$ cat src/rtl/sensor_request_scheduler.sv
// Sensor request scheduler: queues UART-decoded requests in a 4-deep FIFO,
// paces sensor link accesses by a minimum interval, supervises each access
// with a timeout, and supports streaming commands terminated by a stop command.
module sensor_request_scheduler #(
  parameter int unsigned MIN_INTERVAL = 100000000,
  parameter int unsigned TIMEOUT      = 150000000
) (
  input  logic       clock,
  input  logic       reset_n,
  input  logic       req_valid,
  input  logic [7:0] req_command,
  input  logic [7:0] req_address,
  output logic       req_ready,
  output logic       link_enable,
  output logic [7:0] link_command,
  output logic [7:0] link_address,
  input  logic       link_done,
  input  logic [7:0] link_resp_command,
  input  logic [7:0] link_resp_value,
  output logic       tx_valid,
  output logic [7:0] tx_command,
  output logic [7:0] tx_value,
  input  logic       tx_ready,
  output logic       busy
);

  localparam logic [7:0] CmdStreamA  = 8'h03;
  localparam logic [7:0] CmdStreamB  = 8'h04;
  localparam logic [7:0] CmdStopA    = 8'h05;
  localparam logic [7:0] CmdStopB    = 8'h06;
  localparam logic [7:0] RespBypass  = 8'hEF;
  localparam logic [7:0] RespTimeout = 8'hEE;
  localparam logic [7:0] RespNoStop  = 8'hFF;

  typedef enum logic [2:0] {StIdle, StGap, StIssue, StWait, StStream, StResp} state_e;

  state_e      state_q;
  logic [7:0]  fifo_cmd_q  [4];
  logic [7:0]  fifo_addr_q [4];
  logic [1:0]  wr_ptr_q, rd_ptr_q;
  logic [2:0]  count_q;
  logic        push, pop, fifo_empty;
  logic [7:0]  head_cmd, head_addr;
  logic        done_q, done_edge, captured_edge;
  logic [31:0] interval_q, interval_d;
  logic        interval_ok;
  logic [31:0] timeout_q;
  logic        timeout_hit;
  logic        stream_cmd, head_stop, stop_driven;

  assign req_ready   = count_q != 3'd4;
  assign fifo_empty  = count_q == 3'd0;
  assign push        = req_valid && req_ready;
  assign head_cmd    = fifo_cmd_q[rd_ptr_q];
  assign head_addr   = fifo_addr_q[rd_ptr_q];
  assign busy        = state_q != StIdle;

  assign done_edge     = link_done && !done_q;
  assign captured_edge = done_edge && (state_q == StWait || state_q == StStream);
  // Counters compare their next value so the limit lands on the clock it is reached
  assign interval_ok   = interval_d == MIN_INTERVAL;
  assign timeout_hit   = (timeout_q + 32'd1) == TIMEOUT;

  assign stream_cmd  = link_command == CmdStreamA || link_command == CmdStreamB;
  assign head_stop   = head_cmd == CmdStopA || head_cmd == CmdStopB;
  assign stop_driven = link_command == CmdStopA || link_command == CmdStopB;

  // FIFO storage, written on push only
  always_ff @(posedge clock) begin
    if (push) begin
      fifo_cmd_q[wr_ptr_q]  <= req_command;
      fifo_addr_q[wr_ptr_q] <= req_address;
    end
  end

  // FIFO pointers and occupancy
  always_ff @(posedge clock or negedge reset_n) begin
    if (!reset_n) begin
      wr_ptr_q <= 2'd0;
      rd_ptr_q <= 2'd0;
      count_q  <= 3'd0;
    end else begin
      if (push) wr_ptr_q <= wr_ptr_q + 2'd1;
      if (pop)  rd_ptr_q <= rd_ptr_q + 2'd1;
      if (push && !pop)      count_q <= count_q + 3'd1;
      else if (pop && !push) count_q <= count_q - 3'd1;
    end
  end

  // Interval counter next value: cleared by a captured response, saturating
  always_comb begin
    if (captured_edge)                  interval_d = 32'd0;
    else if (interval_q >= MIN_INTERVAL) interval_d = MIN_INTERVAL;
    else                                interval_d = interval_q + 32'd1;
  end

  // link_done edge sampler and interval counter
  always_ff @(posedge clock or negedge reset_n) begin
    if (!reset_n) begin
      done_q     <= 1'b0;
      interval_q <= MIN_INTERVAL;
    end else begin
      done_q     <= link_done;
      interval_q <= interval_d;
    end
  end

  // FIFO pop decision, mirroring the FSM transitions that consume the head
  always_comb begin
    pop = 1'b0;
    case (state_q)
      StIdle:   pop = !fifo_empty && head_addr != 8'h00;
      StWait:   pop = done_edge || timeout_hit;
      StStream: begin
        if (!fifo_empty) pop = head_stop ? (done_edge && stop_driven) : !tx_valid;
      end
      default:  pop = 1'b0;
    endcase
  end

  // Control FSM with registered link and transmit outputs
  always_ff @(posedge clock or negedge reset_n) begin
    if (!reset_n) begin
      state_q      <= StIdle;
      link_enable  <= 1'b0;
      link_command <= 8'h00;
      link_address <= 8'h00;
      tx_valid     <= 1'b0;
      tx_command   <= 8'h00;
      tx_value     <= 8'h00;
      timeout_q    <= 32'd0;
    end else begin
      case (state_q)
        StIdle, StGap: begin
          if (!fifo_empty) begin
            if (head_addr != 8'h00) begin
              // Non-zero addresses are not served by the link; reject locally
              tx_valid   <= 1'b1;
              tx_command <= RespBypass;
              tx_value   <= RespBypass;
              state_q    <= StResp;
            end else if (interval_ok) begin
              link_enable  <= 1'b1;
              link_command <= head_cmd;
              link_address <= head_addr;
              timeout_q    <= 32'd0;
              state_q      <= StIssue;
            end else begin
              state_q <= StGap;
            end
          end
        end
        StIssue: begin
          timeout_q <= timeout_q + 32'd1;
          state_q   <= StWait;
        end
        StWait: begin
          if (done_edge) begin
            tx_valid   <= 1'b1;
            tx_command <= link_resp_command;
            tx_value   <= link_resp_value;
            if (stream_cmd) begin
              state_q <= StStream;
            end else begin
              link_enable  <= 1'b0;
              link_command <= 8'h00;
              link_address <= 8'h00;
              state_q      <= StResp;
            end
          end else if (timeout_hit) begin
            link_enable  <= 1'b0;
            link_command <= 8'h00;
            link_address <= 8'h00;
            tx_valid     <= 1'b1;
            tx_command   <= RespTimeout;
            tx_value     <= RespTimeout;
            state_q      <= StResp;
          end else begin
            timeout_q <= timeout_q + 32'd1;
          end
        end
        StStream: begin
          if (tx_valid && tx_ready) tx_valid <= 1'b0;
          if (!fifo_empty && head_stop) begin
            if (done_edge && stop_driven) begin
              // Final response supersedes any unsent stream sample
              tx_valid     <= 1'b1;
              tx_command   <= link_resp_command;
              tx_value     <= link_resp_value;
              link_enable  <= 1'b0;
              link_command <= 8'h00;
              link_address <= 8'h00;
              state_q      <= StResp;
            end else begin
              link_command <= head_cmd;
              link_address <= head_addr;
              if (done_edge && !tx_valid) begin
                tx_valid   <= 1'b1;
                tx_command <= link_resp_command;
                tx_value   <= link_resp_value;
              end
            end
          end else if (!fifo_empty) begin
            // Commands other than stop are refused while streaming
            if (!tx_valid) begin
              tx_valid   <= 1'b1;
              tx_command <= RespNoStop;
              tx_value   <= RespNoStop;
            end
          end else if (done_edge && !tx_valid) begin
            tx_valid   <= 1'b1;
            tx_command <= link_resp_command;
            tx_value   <= link_resp_value;
          end
        end
        StResp: begin
          if (tx_valid && tx_ready) begin
            tx_valid <= 1'b0;
            state_q  <= StIdle;
          end
        end
        default: state_q <= StIdle;
      endcase
    end
  end

endmodule
$ cat config.mk
export PLATFORM = sky130hd
export DESIGN_NAME = sensor_request_scheduler
export DESIGN_NICKNAME = d
export VERILOG_FILES = /design/src/rtl/sensor_request_scheduler.sv
export SDC_FILE = /design/constraint.sdc
export NUM_CORES = 1
export LEC_CHECK = 0
export BUFFER_PORTS_ARGS = -buffer_cell sky130_fd_sc_hd__buf_2
export CAP_MARGIN = 30
export CORE_UTILIZATION = 50
export CTS_CLUSTER_SIZE = 16
export DETAILED_ROUTE_END_ITERATION = 10
export MAX_ROUTING_LAYER = met4
export PLACE_DENSITY = 0.74
export SLEW_MARGIN = 20
export SYNTH_ARGS = -nofsm -noshare
export SYNTH_HDL_FRONTEND = slang
export SYNTH_SLANG_ARGS = --single-unit
$ cat constraint.sdc
create_clock -name clock -period 5.3 [get_ports clock]
set_input_delay 0.53 -clock clock [delete_from_list [all_inputs] [get_ports clock]]
set_output_delay 0.53 -clock clock [all_outputs]
set_load 0.02 [all_outputs]
==> results of run 1 <==
flip-flops by register name (all words and copies together), names as in the netlist:
name	count
fifo_cmd_q	32
done_q	1
tx_valid	1
link_enable	1
state_q	3
tx_command	8
link_command	8
interval_q	32
rd_ptr_q	2
link_address	8
timeout_q	32
fifo_addr_q	32
count_q	3
wr_ptr_q	2
tx_value	8
kinds of logic after synthesis:
| group | share of synthesized area |
|---|---|
| AOI/OAI and AO/OA | 0.1321 |
| xor gates and xnor gates | 0.03853 |
| adders and majority gates | 0.01496 |
| buffers and inverters | 0.04191 |
| DFF | 0.5261 |
| muxes | 0.06351 |
| other | 0.0004230 |
| and+or+nand+nor | 0.1825 |
layer usage:
layer	up-vias	wire length (um)	track usage
li1	3158	-	-
met3	31	983	0.04377
met4	0	280	0.06617
met5	-	0	-
met2	195	9397	0.3516
met1	3252	8865	0.3224
cell usage after synthesis, drive strengths merged (12+ instances only):
| library cell | count | area (sq um) |
|---|---|---|
| mux2i | 18 | 180.2 |
| nand2 | 62 | 232.7 |
| mux4 | 16 | 360.4 |
| clkbuf | 32 | 121.4 |
| nor2 | 66 | 255.2 |
| nand3 | 37 | 195.2 |
| o41ai | 12 | 105.1 |
| dfstp | 12 | 315.3 |
| inv | 40 | 150.1 |
| nor4 | 14 | 123.9 |
| xor2 | 13 | 113.9 |
| o22a | 12 | 105.1 |
| o31ai | 15 | 112.6 |
| edfxtp | 64 | 1922 |
| buf | 12 | 100.1 |
| nor3 | 16 | 91.34 |
| nand4 | 26 | 168.9 |
| and3 | 25 | 156.4 |
| o21ai | 50 | 254.0 |
| xnor2 | 26 | 227.7 |
| dfrtp | 97 | 2427 |
| a21oi | 39 | 198.9 |
through the flow:
step                      hold slack (ps)  area [sq um]  setup slack, ps  cells
after floorplan                     234.4          8881             1528    820
after global placement              465.8          9364             1331   1081
after detailed placement            472.8          9368             1234   1081
after CTS                           201.8          9992             1210   1113
after global routing                227.6         10010            784.0   1114
final                               182.8         10010             1160   1114
layout make-up:
cell class,count,share of cell area
clock inverters,15,0.01988
repair buffers,81,0.04376
clock buffers,17,0.04251
flip-flops and latches,173,0.4661
well taps,225,0.02813
multi-input cells,563,0.3846
inverters,40,0.01500
power groups by stage:
| stage | logic [W] | registers (W) | clock network, W |
|---|---|---|---|
| global placement | 0.000936 | 0.00175 | 0 |
| global route | 0.00104 | 0.00176 | 0.00137 |
| CTS | 0.000962 | 0.00174 | 0.00130 |
| finish | 0.000950 | 0.00173 | 0.00128 |
| floorplan | 0.000665 | 0.00179 | 0 |
| detailed placement | 0.000953 | 0.00176 | 0 |
how the worst min path moves through the flow:
stage | start | end | slack, ps | cells after the start
after floorplan | reset_n | count_q[0]$_DFFE_PN0P_ | 230 | 0
after global placement | tx_command[5]$_DFFE_PN0P_ | tx_command[5]$_DFFE_PN0P_ | 470 | 1
after detailed placement | tx_command[2]$_DFFE_PN0P_ | tx_command[2]$_DFFE_PN0P_ | 470 | 1
after CTS | reset_n | interval_q[2]$_DFF_PN0_ | 200 | 1
after global routing | link_done | done_q$_DFF_PN0_ | 230 | 1
final | reset_n | interval_q[2]$_DFF_PN0_ | 180 | 1
==> out/qor.txt, run 1 <==
post-layout minimum cycle time: 4140 ps
WP buf/inv: 0
ratio of cells with drive above 1 in the final layout: 0.1822
Seq cells post-synth: 173
remaining global-route overflow: 0
crit-path cells: and4_1 -> nand4_1 -> or3_1 -> a2111oi_0 -> nand4_1 -> o21ai_2 -> nand3_2 -> o41ai_1
initial antenna violation count: 0
number of global-route vias before repair: 6220
first-pass GRT wire length: 32.36 mm
period utilization: 0.7812
total power: 0.003968 W
r2r setup slk: 1160 ps
IO Pins: 73
most common library cell in the layout ignoring fill and taps: dfrtp_1
critical path depth: 8
Lkg Pwr: 3.883 nW
Min-Delay Path Class: input port to async pin
CP endpoint: timeout_q[26]$_DFFE_PN0P_
clock network fraction of total power: 0.324
post-CTS sizing: 0
First-pass DRT Iterations: 5
Req. time, crit path: 5610 ps
sequential area share after synthesis: 0.5261
Setup-failing EPs final: 0
Chip Width: 135.2 um
Skew-Pair Late Insertion Delay: 440 ps
clock tree from TritonCTS: done
CTS max path bufs: 2
PwrDens: 396.5 nW/um^2
CTS Buf Count: 17
Cell variety after synth: 78
Critical R2R Launch: interval_q[3]$_DFF_PN0_
area grow syn2layout: 12.87%
postcts setup bufs: 0
Internal Dissipation: 0.002658 W
Routed WL per cell: 17.53 um
CP Class: flop to flop
nets: 923
Critical Path Source: interval_q[3]$_DFF_PN0_
Comb pwr share: 0.239
Placement Rows: 48
Initial Util: 0.5126
DIE AREA: 18270 sq um
Port Buffers: 72
end of the worst register-to-register path: timeout_q[26]$_DFFE_PN0P_
Mean Syn Cell Area: 10.87 sq um
cell mode on critical path: nand4_1
Syn. warnings: 0
fillers: 1418
unrepaired setup endpoints after global routing: no
slowest stage delay, CP: 710 ps
Synth async-reset ratio: 0.6301
Clk pin slew, worst setup/hold paths: 80 ps
Post-synth EDFFs: 64
Max H-tree Level: 4
Crit Path Max Fanout: 35
post-route DRC violation count: 0
Reg area: 4664 sq um
FMAX: 241.5 MHz
crit end category: flop
# hold bufs at CTS: 0
arrival time at the worst endpoint: 4460 ps
post-layout util: 0.5786
die height: 135.2 um
Final Wtd Congestion: 0.9127
Max Slew Vio Count: 0
Fin. Hold Viols: 0
most frequent cells in the layout: dfrtp_1, buf_2, nor2_1
Sum Neg Setup Slack: 0 ps
Mapped Area: 8866 sq um
Worst R2R Path Depth: 8
Cells after Synth: 816
gr usage total: 0.2331
worst clock skew: 9.296 ps
# diodes: 0
DRT iter0 DRCs: 683
Final ANT Viol Nets: 0
Worst Max-Slew Pin Slew: 899.3 ps
CTS root buffer: clkbuf_16
via count: 6636
max cap viols: 0
Critical Path Start Type: flop
Sink Count: 173
DP Wirelength: 13.33 mm
largest net degree at the start of global routing: 62
Worst slew margin: 0.4005
status: finished, final reports clean
Via density: 5.957
area of the multi-input gates: 3849 sq um
worst vdd ir: 0.0004385 V
Flop pwr share: 0.437
ys flop type: dfrtp_1
sw power: 0.001310 W
Critical Path Slowest Stage Cell: a2111oi_0
sw frac: 0.3302
Crit path max-delay family: simple AND/OR/NAND/NOR gates
Final Routed Wirelength: 19.53 mm
Placeable Area: 17300 sq um
(Power assumes the default switching activity.)
==> inputs of run 2 (changes only) <==
==> constraint.sdc (replaced) <==
create_clock -name clock -period 4.2 [get_ports clock]
set_input_delay 0.42 -clock clock [delete_from_list [all_inputs] [get_ports clock]]
set_output_delay 0.42 -clock clock [all_outputs]
set_load 0.02 [all_outputs]
==> out/qor.txt, run 2 (same netlist as run 1, synthesis figures left out) <==
Skew-Pair Late Insertion Delay: 430 ps
PwrDens: 497.3 nW/um^2
Final ANT Viol Nets: 0
Fin. Hold Viols: 0
DRT iter0 DRCs: 761
post-route DRC violation count: 0
Via density: 5.990
arrival time at the worst endpoint: 4360 ps
worst clock skew: 11.71 ps
postcts setup bufs: 0
Max H-tree Level: 4
initial antenna violation count: 0
area of the multi-input gates: 3864 sq um
Lkg Pwr: 3.944 nW
Routed WL per cell: 17.51 um
CTS max path bufs: 2
end of the worst register-to-register path: count_q[1]$_DFFE_PN0P_
post-layout minimum cycle time: 4037 ps
crit-path cells: ha_1 -> nand4_1 -> nor4_2 -> nor4bb_1 -> xnor2_1 -> and4_1 -> nand4_2 -> a21oi_2 -> nor2_1 -> ha_1 -> inv_1 -> fa_1 -> mux2_2
DIE AREA: 18270 sq um
Chip Width: 135.2 um
Reg area: 4666 sq um
CP Class: flop to flop
Final Wtd Congestion: 0.9150
Crit Path Max Fanout: 8
CTS root buffer: clkbuf_16
Max Slew Vio Count: 0
Critical Path Start Type: flop
DP Wirelength: 13.59 mm
Worst R2R Path Depth: 13
Clk pin slew, worst setup/hold paths: 80 ps
Finished Layout Cells: 1124
CTS Buf Count: 17
Worst slew margin: 0.4477
Req. time, crit path: 4520 ps
nets: 933
Sum Neg Setup Slack: 0 ps
Worst Max-Slew Pin Slew: 828.5 ps
remaining global-route overflow: 0
most common library cell in the layout ignoring fill and taps: dfrtp_1
IO Pins: 73
Final Routed Wirelength: 19.68 mm
Initial Util: 0.5126
slowest stage delay, CP: 470 ps
first-pass GRT wire length: 32.36 mm
period utilization: 0.9612
number of global-route vias before repair: 6310
fillers: 1424
Placeable Area: 17300 sq um
Setup-failing EPs final: 0
Critical Path Slowest Stage Cell: dfrtp_1
die height: 135.2 um
r2r setup slk: 160 ps
First-pass DRT Iterations: 5
Sink Count: 173
WP buf/inv: 1
most frequent cells in the layout: dfrtp_1, buf_2, nor2_1
# hold bufs at CTS: 0
Placement Rows: 48
gr usage total: 0.2340
Critical R2R Launch: timeout_q[0]$_DFFE_PN0P_
area grow syn2layout: 13.87%
crit end category: flop
cell count after placement: 1092
max cap viols: 0
unrepaired setup endpoints after global routing: no
Port Buffers: 72
cell mode on critical path: ha_1
Crit path max-delay family: simple AND/OR/NAND/NOR gates
via count: 6733
largest net degree at the start of global routing: 63
ratio of cells with drive above 1 in the final layout: 0.1935
status: finished, final reports clean
Min-Delay Path Class: input port to async pin
clock tree from TritonCTS: done
worst vdd ir: 0.0004051 V
FMAX: 247.7 MHz
# diodes: 0
-- run 2: layout make-up --
| type | instances | share of cell area |
|---|---|---|
| Sequential cell | 173 | 0.4621 |
| Timing Repair Buffer | 91 | 0.05007 |
| Multi-Input combinational cell | 563 | 0.3827 |
| Tap cell | 225 | 0.02788 |
| Clock inverter | 15 | 0.02020 |
| Clock buffer | 17 | 0.04214 |
| Inverter | 40 | 0.01487 |
-- run 2: worst reg2reg max path, delay by kind of cell (launching register included) --
family          cells  cell delay [ps]
compound gates      1              270
simple gates        6             1690
fa+ha+maj           3              980
buf+inv             1              100
xor+xnor            1              160
flops               1              470
mux                 1              270
-- run 2: how the worst max path moves through the flow --
stage | startpoint | end | slack (ps) | cells after the start
floorplan | rd_ptr_q[1]$_DFFE_PN0P_ | count_q[2]$_DFFE_PN0P_ | 430 | 16
global placement | timeout_q[0]$_DFFE_PN0P_ | count_q[1]$_DFFE_PN0P_ | 350 | 13
detailed placement | timeout_q[0]$_DFFE_PN0P_ | count_q[1]$_DFFE_PN0P_ | 210 | 13
CTS | timeout_q[0]$_DFFE_PN0P_ | count_q[1]$_DFFE_PN0P_ | 90 | 13
global route | timeout_q[0]$_DFFE_PN0P_ | count_q[1]$_DFFE_PN0P_ | 50 | 13
finish | timeout_q[0]$_DFFE_PN0P_ | count_q[1]$_DFFE_PN0P_ | 160 | 13
-- run 2: through the flow --
step / hold WS (ps) / total power (W) / utilization / cell area (sq um) / worst slack [ps]
6_report: 56.74 / 0.005021 / 0.5837 / 10100 / 162.8
5_1_grt: 125.7 / 0.005259 / 0.5837 / 10100 / 52.85
4_1_cts: 91.04 / 0.005062 / 0.5825 / 10080 / 87.21
3_5_place_dp: 472.0 / 0.003439 / 0.5462 / 9447 / 207.9
3_3_place_gp: 464.8 / 0.003391 / 0.5462 / 9447 / 349.1
2_1_floorplan: 124.4 / 0.003098 / - / 8881 / 428.3
-- run 2: report_power, final --
group	leakage (nW)	internal [W]	switching (W)	total (W)
registers	1.94	0.00203	0.000170	0.00220
logic	1.70	0.000504	0.000700	0.00120
clock network	0.304	0.000821	0.000798	0.00162
-- run 2: layer usage --
metal,track usage,part of all wire,vias to the layer above,wire length [um]
met5,-,0,-,0
li1,-,-,3175,-
met3,0.04153,0.052,27,1025
met1,0.3244,0.46,3308,8991
met2,0.3527,0.47,223,9346
met4,0.07054,0.016,0,319
-- run 2: repair_timing --
item | in CTS | in global routing
endpoints found under the setup margin | 0 | 2
endpoints found under the hold margin | 0 | 0
resized for setup | 0 | 4
==> inputs of run 3 (changes only) <==
--- a/config.mk
+++ b/config.mk
@@ -12,6 +12,7 @@
 export DETAILED_ROUTE_END_ITERATION = 10
 export MAX_ROUTING_LAYER = met4
 export PLACE_DENSITY = 0.74
+export REMOVE_ABC_BUFFERS = 1
 export SLEW_MARGIN = 20
 export SYNTH_ARGS = -nofsm -noshare
 export SYNTH_HDL_FRONTEND = slang
==> out/qor.txt, run 3 (same netlist as run 1, synthesis figures left out) <==
status: finished, final reports clean
sw frac: 0.3350
Crit path max-delay family: simple AND/OR/NAND/NOR gates
nets: 933
max cap viols: 0
crit-path cells: ha_1 -> nand4_1 -> nor4_2 -> nor4bb_1 -> xnor2_1 -> and4_1 -> nand4_2 -> a21oi_1 -> nor2_1 -> ha_1 -> inv_1 -> fa_1 -> mux2_2
initial antenna violation count: 0
Sink Count: 173
Placeable Area: 17300 sq um
DRT iter0 DRCs: 529
first-pass GRT wire length: 33.50 mm
DP Wirelength: 13.94 mm
CTS root buffer: clkbuf_16
crit end category: flop
gr usage total: 0.2440
Internal Dissipation: 0.003367 W
setup slack after layout: 353.3 ps
fillers: 1399
DIE AREA: 18270 sq um
period utilization: 0.9159
worst clock skew: 17.94 ps
Critical Path Start Type: flop
Placement Rows: 48
Port Buffers: 72
Final ANT Viol Nets: 0
postcts setup bufs: 0
Sum Neg Setup Slack: 0 ps
Req. time, crit path: 4520 ps
r2r setup slk: 350 ps
area grow syn2layout: 13.89%
end of the worst register-to-register path: count_q[1]$_DFFE_PN0P_
post-route DRC violation count: 0
Final Routed Wirelength: 20.54 mm
Chip Width: 135.2 um
worst hold path startpoint: link_done
Crit Path Max Fanout: 8
Fin. Hold Viols: 0
CTS Buf Count: 17
Critical R2R Launch: timeout_q[0]$_DFFE_PN0P_
most frequent cells in the layout: dfrtp_1, buf_2, nor2_1
IO Pins: 73
Setup-failing EPs final: 0
hold endpoint: done_q$_DFF_PN0_
sw power: 0.001696 W
via count: 6787
arrival time at the worst endpoint: 4170 ps
Lkg Pwr: 3.931 nW
Critical Path Slowest Stage Cell: dfrtp_1
Comb pwr share: 0.242
Via density: 6.038
Initial Util: 0.5126
Flop pwr share: 0.431
Final Wtd Congestion: 0.9215
number of global-route vias before repair: 6452
Max Slew Vio Count: 0
Worst Max-Slew Pin Slew: 886.7 ps
# diodes: 0
cell count of the worst hold path: 1
CTS max path bufs: 2
most common library cell in the layout ignoring fill and taps: dfrtp_1
die height: 135.2 um
CP Class: flop to flop
FMAX: 260.0 MHz
post-layout minimum cycle time: 3847 ps
Routed WL per cell: 18.27 um
clock tree from TritonCTS: done
clock network fraction of total power: 0.326
pre-CTS setup slack: 317.9 ps
Worst R2R Path Depth: 13
Min-Delay Path Class: input port to flop
largest net degree at the start of global routing: 40
Worst slew margin: 0.4089
Clk pin slew, worst setup/hold paths: 80 ps
cell mode on critical path: ha_1
WP buf/inv: 1
ratio of cells with drive above 1 in the final layout: 0.1902
Skew-Pair Late Insertion Delay: 440 ps
remaining global-route overflow: 0
worst vdd ir: 0.0003877 V
slowest stage delay, CP: 470 ps
First-pass DRT Iterations: 5
PwrDens: 501.4 nW/um^2
unrepaired setup endpoints after global routing: no
Max H-tree Level: 4
[run 3: cell types whose count changed in the layout (fill, tap and decap cells not counted)]
cell	previous run	this run
dfrtp_2	1	0
a21oi_1	37	38
buf_4	20	19
a21oi_2	2	1
clkinv_8	7	6
dlygate4sd3_1	0	1
inv_8	5	1
clkinv_4	2	1
dfrtp_1	96	97
inv_6	0	2
nor4_2	1	2
inv_12	1	5
nor4_4	3	2
[run 3: per-stage QoR]
stage                     hold WS (ps)  cells  area [sq um]  total power [W]  utilization
final                            123.1   1124         10100         0.005062       0.5838
after global routing             112.1   1124         10100         0.005331       0.5838
after global placement           435.2   1091          9439         0.003399       0.5457
after detailed placement         432.3   1091          9439         0.003438       0.5457
after CTS                        98.03   1124         10090         0.005111       0.5834
after floorplan                  124.4    776          8660         0.003043            -
[run 3: worst max-delay path by stage]
stage                              to                      from  cells after the start  slack [ps]
2_1_floorplan  count_q[2]$_DFFE_PN0P_   rd_ptr_q[0]$_DFFE_PN0P_                     14         220
3_3_place_gp   count_q[1]$_DFFE_PN0P_  timeout_q[0]$_DFFE_PN0P_                     13         490
3_5_place_dp   count_q[1]$_DFFE_PN0P_  timeout_q[0]$_DFFE_PN0P_                     13         320
4_1_cts        count_q[1]$_DFFE_PN0P_  timeout_q[0]$_DFFE_PN0P_                     13         300
5_1_grt        count_q[1]$_DFFE_PN0P_  timeout_q[0]$_DFFE_PN0P_                     13          30
6_report       count_q[1]$_DFFE_PN0P_  timeout_q[0]$_DFFE_PN0P_                     13         350
[run 3: area by class of cell]
type | count | area (sq um) | share of cell area
Clock buffer | 17 | 425.4 | 0.04213
Inverter | 40 | 150.1 | 0.01487
Tap cell | 225 | 281.5 | 0.02788
Multi-Input combinational cell | 563 | 3851 | 0.3814
Timing Repair Buffer | 91 | 508.0 | 0.05031
Clock inverter | 15 | 216.5 | 0.02144
Sequential cell | 173 | 4664 | 0.4620
[run 3: worst register-to-register path, delay by kind of cell (launching register included)]
family,cells,cell delay [ps]
AND/OR/NAND/NOR,6,1530
buffers and inverters,1,80
adder cells (fa/ha/maj),3,940
multiplexers,1,270
AO/OA/AOI/OAI,1,290
XOR/XNOR,1,150
flip-flops,1,470
[run 3: per-layer routing]
layer  GRT usage  share of wire  vias up  wire length [um]
met1      0.3143           0.44     3355              9047
li1            -              -     3183                 -
met4     0.08240          0.020        0               414
met5           -              0        -                 0
met2      0.3838           0.49      216             10080
met3     0.05238          0.048       33               994
[run 3: timing repair]
action / 4_1_cts / 5_1_grt
setup endpoints to repair: 0 / 1
hold endpoints to repair: 37 / 0
resized for setup: 0 / 1
hold buffers: 1 / 0
[run 3: power groups by stage]
stage / Combinational [W] / Sequential (W) / Clock (W)
detailed placement: 0.00123 / 0.00221 / 0
global placement: 0.00119 / 0.00220 / 0
floorplan: 0.000719 / 0.00232 / 0
finish: 0.00123 / 0.00218 / 0.00165
global route: 0.00136 / 0.00221 / 0.00176
CTS: 0.00124 / 0.00218 / 0.00168
